`config.mk`:
```
export PLATFORM = sky130hd
export DESIGN_NAME = button_conditioner
export DESIGN_NICKNAME = d
export VERILOG_FILES = /design/src/rtl/button_pkg.sv /design/src/rtl/button_debounce_channel.sv /design/src/rtl/button_conditioner.sv
export SDC_FILE = /design/constraint.sdc
export NUM_CORES = 1
export LEC_CHECK = 0
export BUFFER_PORTS_ARGS = -buffer_cell sky130_fd_sc_hd__buf_2
export CAP_MARGIN = 20
export CELL_PAD_IN_SITES_DETAIL_PLACEMENT = 1
export CELL_PAD_IN_SITES_GLOBAL_PLACEMENT = 2
export CORE_ASPECT_RATIO = 1.5
export CORE_MARGIN = 1.5
export CORE_UTILIZATION = 34
export DETAILED_ROUTE_END_ITERATION = 10
export MAX_ROUTING_LAYER = met4
export PLACE_DENSITY = 0.74
export REMOVE_ABC_BUFFERS = 1
export SYNTH_ARGS = -nofsm -noshare
export SYNTH_HDL_FRONTEND = slang
export SYNTH_SLANG_ARGS = --single-unit
```
`constraint.sdc`:
```
create_clock -name clk -period 1.73 [get_ports clk]
set_input_delay 0.346 -clock clk [delete_from_list [all_inputs] [get_ports clk]]
set_output_delay 0.346 -clock clk [all_outputs]
set_load 0.01 [all_outputs]
```
`src/rtl/button_pkg.sv`:
```
// button_pkg: shared constants and helpers for the button conditioner.
// Optional long-press logic is built when BUTTON_LONG_PRESS_EN is defined.
package button_pkg;

  localparam int unsigned BTN_DEBOUNCE_DEFAULT   = 50000;
  localparam int unsigned BTN_LONG_PRESS_DEFAULT = 5_000_000;

  function automatic int btn_cnt_width(input longint unsigned n);
    return $clog2(n + 1);
  endfunction

endpackage

```
`src/rtl/button_debounce_channel.sv`:
```
// button_debounce_channel: one pad synchroniser, debouncer and event pulser.
// Hold counter and long_press pulse exist only with BUTTON_LONG_PRESS_EN.
module button_debounce_channel
  import button_pkg::*;
#(
  parameter int unsigned DEBOUNCE_CYCLES   = BTN_DEBOUNCE_DEFAULT,
  parameter int unsigned CNT_W             = 16,
  parameter bit          ACTIVE_LOW        = 1'b0,
  parameter int unsigned LONG_PRESS_CYCLES = BTN_LONG_PRESS_DEFAULT
) (
  input  logic clk,
  input  logic reset,
  input  logic raw,
  output logic button,
  output logic pressed,
  output logic released,
  output logic long_press
);

  localparam logic IDLE = ACTIVE_LOW;
  localparam logic [CNT_W-1:0] CNT_MAX =
    CNT_W'(DEBOUNCE_CYCLES - 1);

  if (LONG_PRESS_CYCLES == 0) begin : g_chk_lp
    $error("LONG_PRESS_CYCLES must be at least 1");
  end

  logic             sync1;
  logic             sync2;
  logic             lvl;
  logic [CNT_W-1:0] cnt;

  always_ff @(posedge clk) begin
    if (reset) begin
      sync1 <= IDLE;
      sync2 <= IDLE;
    end else begin
      sync1 <= raw;
      sync2 <= sync1;
    end
  end

  assign lvl = sync2 ^ ACTIVE_LOW;

  // Any matching cycle restarts qualification of the new level.
  always_ff @(posedge clk) begin
    if (reset) begin
      cnt      <= '0;
      button   <= 1'b0;
      pressed  <= 1'b0;
      released <= 1'b0;
    end else begin
      pressed  <= 1'b0;
      released <= 1'b0;
      if (lvl == button) begin
        cnt <= '0;
      end else if (cnt == CNT_MAX) begin
        cnt      <= '0;
        button   <= lvl;
        pressed  <= lvl;
        released <= ~lvl;
      end else begin
        cnt <= cnt + CNT_W'(1);
      end
    end
  end

`ifdef BUTTON_LONG_PRESS_EN
  localparam int HOLD_W = btn_cnt_width(LONG_PRESS_CYCLES);
  localparam logic [HOLD_W-1:0] HOLD_MAX =
    HOLD_W'(LONG_PRESS_CYCLES);
  localparam logic [HOLD_W-1:0] HOLD_ARM =
    HOLD_W'(LONG_PRESS_CYCLES - 1);

  logic [HOLD_W-1:0] hold;

  // Saturation at HOLD_MAX gives one pulse per press.
  always_ff @(posedge clk) begin
    if (reset) begin
      hold       <= '0;
      long_press <= 1'b0;
    end else begin
      long_press <= button && (hold == HOLD_ARM);
      if (!button) begin
        hold <= '0;
      end else if (hold != HOLD_MAX) begin
        hold <= hold + HOLD_W'(1);
      end
    end
  end
`else
  assign long_press = 1'b0;
`endif

endmodule

```
`src/rtl/button_conditioner.sv`:
```
// button_conditioner: per-pin synchronise + debounce for the LED/button block.
// Define BUTTON_LONG_PRESS_EN to build the long_press hold counters.
module button_conditioner
  import button_pkg::*;
#(
  parameter int unsigned NUM_BUTTONS       = 3,
  parameter int unsigned DEBOUNCE_CYCLES   = BTN_DEBOUNCE_DEFAULT,
  parameter int unsigned CNT_W             = 16,
  parameter bit          ACTIVE_LOW        = 1'b0,
  parameter int unsigned LONG_PRESS_CYCLES = BTN_LONG_PRESS_DEFAULT
) (
  input  logic                   clk,
  input  logic                   reset,
  input  logic [NUM_BUTTONS-1:0] raw_buttons,
  output logic [NUM_BUTTONS-1:0] buttons,
  output logic [NUM_BUTTONS-1:0] pressed,
  output logic [NUM_BUTTONS-1:0] released,
  output logic [NUM_BUTTONS-1:0] long_press
);

  if (NUM_BUTTONS == 0) begin : g_chk_num
    $error("NUM_BUTTONS must be at least 1");
  end

  if (DEBOUNCE_CYCLES == 0) begin : g_chk_zero
    $error("DEBOUNCE_CYCLES must be at least 1");
  end

  if (longint'(DEBOUNCE_CYCLES) > (longint'(1) << CNT_W))
  begin : g_chk_width
    $error("DEBOUNCE_CYCLES does not fit in CNT_W");
  end

  for (genvar i = 0; i < NUM_BUTTONS; i++) begin : g_ch
    button_debounce_channel #(
      .DEBOUNCE_CYCLES  (DEBOUNCE_CYCLES),
      .CNT_W            (CNT_W),
      .ACTIVE_LOW       (ACTIVE_LOW),
      .LONG_PRESS_CYCLES(LONG_PRESS_CYCLES)
    ) u_ch (
      .clk       (clk),
      .reset     (reset),
      .raw       (raw_buttons[i]),
      .button    (buttons[i]),
      .pressed   (pressed[i]),
      .released  (released[i]),
      .long_press(long_press[i])
    );
  end

endmodule

```
After elaboration in Yosys (flattened, before gate mapping)
Cells that the tools add are included.
{"block": "op_classes", "addsub": 3, "multipliers": 0, "div": 0, "magnitude_cmp": 0, "eq_ne": 6, "n_shift": 0, "n_mux": 0, "bitwise": 9, "n_reduce_logical": 9}
{"operator": "adder 16 x 1 -> 16 bit, second input constant", "count": 3}
{"operator": "equality test 16 bit, second input constant", "count": 3}
{"operator": "OR reduction 3 bit", "count": 6}
{"operator": "NOT 1 bit", "count": 9}
{"operator": "AND reduction 2 bit", "count": 3}
{"operator": "equality test 1 bit", "count": 3}
{"block": "word_totals", "register_bits": 63, "latchBits": 0, "ram_bits": 0, "mem_bits_ro": 0, "inputBits": 5, "out_inout_bits": 12, "word_cells": 45, "memories": 0}

Logic depth before layout (Yosys ltp)
{"block": "logic_depth", "word_depth": 3, "depth_mapped": 7, "ltp_nobuf": 5}

Hierarchy
Synthesis repeated with hierarchy kept, for this count alone.
{"block": "hier_totals", "cells_unflattened": 285, "area_unflattened_um2": 2890.3}
{"mod": "button_debounce_channel", "instances": 3, "cells_per_inst": 95, "area_each_um2": 963.4, "seq_area_each_um2": 420.4}

Least setup slack after synthesis
Ideal clock, no wire load.
{"block": "synth_timing", "path_kind": "flip-flop to flip-flop", "from": "register g_ch[1].u_ch.cnt[13]", "to": "register g_ch[1].u_ch.cnt[15]", "setup_time_ps": 115, "t_arrival_ps": 1748, "t_required_ps": 1615, "path_slack_ps": -133, "path_stages_with_launch": 6, "n_path_buf": 1, "synth_period_minus_slack_ps": 1863, "path_cell_list": "dfxtp_1 or4b_1 or4_4 o21ai_4 buf_6 nor2_1"}
{"block": "synth_via", "elab_chain_len": 2, "word_cells_on_any_way": 3, "classes_between": "add/sub (1); eq/ne (1); reduce/logical (1)"}
{"element": "from (decl)", "line_no": "button_debounce_channel.sv:31", "text": "logic [CNT_W-1:0] cnt;"}
{"element": "from (signal assigned)", "line_no": "button_debounce_channel.sv:63", "text": "cnt <= cnt + CNT_W'(1);"}
{"element": "branches (longest 2 deep; another with adder 16 x 1 -> 16 bit)"}
Several ways; the timed one is not identified.
A chain may end at the register's enable or synchronous reset.

Final worst setup path
{"block": "layout_timing", "from": "register g_ch[0].u_ch.cnt[12]", "to": "register g_ch[0].u_ch.button"}
{"block": "layout_via", "elab_chain_len": 2}
{"element": "from (decl)", "line_no": "button_debounce_channel.sv:31"}
{"element": "from (signal assigned)", "line_no": "button_debounce_channel.sv:63"}
{"element": "equality test 16 bit", "line_no": "button_debounce_channel.sv:57", "text": "end else if (cnt == CNT_MAX) begin"}
{"element": "AND reduction 2 bit (no source line)"}
{"element": "to (signal assigned)", "line_no": "button_debounce_channel.sv:59", "text": "button <= lvl;"}
{"element": "to (decl)", "line_no": "button_debounce_channel.sv:14", "text": "output logic button,"}
No other way between the ends.

==> flow_summary.ini <==
[worst_setup_path]
crit_required_ns = 1.94
critPathKind = reg2reg
crit_path_start_kind = register
critPathCaptureType = register
critical_path_arrival_ns = 2.08
r2r_slack_ns = -0.14
cp_max_fo = 6
crit_chain = or4b_4 -> or4_4 -> mux2i_1 -> nor2_1
cpPeakStageDelay_ns = 0.64
critPathSlowestCell = or4_4

[drt]
wire_per_inst_um = 14.30
drt_iter0_drc = 30
dr.pass1.iters = 4
ant_nets = 0
vias = 2159
post-route-drc-count = 0
avgViaCountPerCell = 4.766
drt-total-wl_mm = 6.476

[sta]
worst_slack_ns = -0.1404
fin_skew_ns = 0.005516
tightest_slew_ns = 0.6171
fmax_ghz = 0.5346
slew_headroom_pct = 58.71
rsz0062_at_grt = yes
finalHoldViolations = 0
report.final.slew_viol_count = 0
layout_min_cycle_time_ns = 1.870
fin_crit_sh_pct = 108.1
finalSetupViolCount = 51

[floorplanning]
die_h_um = 112.2
core_um2 = 7661
rows = 39
die-area_um2 = 8512
io_pins = 17
fp.dieW_um = 75.83
initial_core_util_pct = 35.31

[place]
gp_congestion = 0.7678
pre_cts_ws_ns = -0.2031
place_hpwl_mm = 4.437
portBuffers = 13

[cells_and_area]
layout_common_cells = dfxtp_1 (57), xnor2_1 (40), buf_4 (40)
nets = 354
areaGrowthSynthToFinish_pct = 34.78
drive_gt1_share_pct = 32.19
antenna_cells = 0
final_common_cell = dfxtp_1

[global_route]
grt_start_max_net_pins = 16
grt_pass1_wl_mm = 10.94
track_usage_pct = 17.86
first_global_vias = 2318
antenna_found_initial = 0
overflow = 0

[logic_synthesis]
yosysWarningCount = 0
synth-edff-count = 0
synth_top_flop_cell = dfxtp_1
synthArstFlopShare_pct = 0
synth.distinct_cells = 31
synth-seq-cells = 63
syn-mean-instance-area_um2 = 9.170
synth-seq-area-share_pct = 46.62
synthCells = 295
netlist_area_um2 = 2705

[pwr]
sequentialPowerShare_pct = 41.1
swShare_pct = 18.77
cellLeakagePower_uw = 0.001203
powerDensity_nw_per_um2 = 979.7
peakVddDrop_mv = 0.5909
pwr-share-clk_pct = 57.3
p_sw_uw = 670.3
p_total_uw = 3572
combPwrFrac_pct = 1.7
p_int_uw = 2902

[clock_tree]
cts_buffers = 9
root_buffer = clkbuf_16
cts_tree = done
hold_buffers = 0
cts.sinks = 63
clock_latency_ns = 0.33
cts.clk_slew.worst_paths_ns = 0.05
clockBufferDepth = 2
htreeDepth = 3

[run_status]
status = finished, violations left
violations = setup timing

[worst_hold_path]
hp-class = in2reg

[flow_run]
drv_cap = 0
-- power by group through the flow --
stage | sequential, uW | combinational, uW | clock, uW
after floorplan | 1500 | 20.8 | 0
after global placement | 1500 | 47.1 | 0
after detailed placement | 1500 | 47.8 | 0
after CTS | 1470 | 54.0 | 2100
after global routing | 1470 | 64.9 | 2160
final | 1470 | 59.6 | 2050
-- registers in the layout (all words and copies together) (netlist names) --
signal	flops
g_ch.u_ch.lvl	3
g_ch.u_ch.released	3
g_ch.u_ch.sync1	3
g_ch.u_ch.button	3
g_ch.u_ch.pressed	3
g_ch.u_ch.cnt	48
-- layer usage --
layer	part of all wire, %	vias up	track usage, %
li1	-	1087	-
met1	39	1046	17.74
met2	57	13	31.01
met3	2.0	13	4.129
met4	2.2	0	9.286
met5	0	-	-
-- through the flow --
step                      std cells  utilization [%]  hold slack (ns)  cell area (um2)  TNS [ns]
final                           453            47.59           0.2276             3646    -3.640
after global routing            453            47.59           0.2459             3646    -6.001
after CTS                       452            45.99           0.2153             3523    -3.254
after detailed placement        435            40.36           0.4382             3092    -8.681
after global placement          435            40.36           0.4193             3092    -7.284
after floorplan                 278                -           0.4138             2571    -4.199
-- worst paths after layout --
check                             from                  end  cells after the start
setup reg to reg  g_ch[0].u_ch.cnt[12]  g_ch[0].u_ch.button                      4
setup / recovery  g_ch[0].u_ch.cnt[12]  g_ch[0].u_ch.button                      4
hold / removal          raw_buttons[1]   g_ch[1].u_ch.sync1                      2
hold reg to reg     g_ch[1].u_ch.sync1     g_ch[1].u_ch.lvl                      1
-- synth_stat cells (all sizes together), types with 2 or more instances --
cell | count | share of area (%)
a21oi | 2 | 0.37
and3 | 3 | 0.69
buf | 17 | 4.9
clkbuf | 2 | 0.28
dfxtp | 63 | 47
ha | 3 | 1.4
inv | 8 | 1.1
mux2i | 2 | 0.74
nand2 | 13 | 2.4
nand2b | 3 | 0.69
nand3 | 16 | 3.0
nand4 | 9 | 2.1
nand4b | 2 | 0.65
nor2 | 56 | 7.8
nor2b | 6 | 1.4
nor3 | 16 | 3.0
nor4 | 16 | 3.7
nor4b | 2 | 1.1
o21ai | 2 | 0.79
or4 | 4 | 1.2
or4b | 3 | 1.1
xnor2 | 40 | 13
xor2 | 4 | 1.3
-- cell type report --
| class | count | area, um2 |
|---|---|---|
| clock buffers | 14 | 284.0 |
| clock inverters | 2 | 60.06 |
| fillers | 884 | 4015 |
| inverters | 8 | 30.03 |
| multi-input cells | 209 | 1479 |
| flip-flops and latches | 63 | 1269 |
| well taps | 102 | 127.6 |
| repair buffers | 55 | 396.6 |
-- critical path, delay by kind of cell (launching register included) --
kind             cells  cell delay (ns)
muxes                1             0.19
DFF                  1             0.33
and+or+nand+nor      3             1.22
-- timing repair --
item,4_1_cts,5_1_grt
cloned,1,1
pin swaps,19,19
endpoints found under the setup margin,52,54
buffers inserted,0,0
gates resized for setup,16,35
-- cell families (layout without fill, tap and decap cells) --
logic type	count (synthesis)	in the layout	synth area share (%)
xor+xnor	44	44	14.25
fa+ha+maj	3	3	1.388
compound gates	4	4	1.156
flops	63	63	46.62
buf+inv	27	79	6.337
simple gates	151	153	29.37
other cells	1	3	0.1386
mux	2	2	0.7401
No activity file was read; power rests on OpenSTA's default activity.
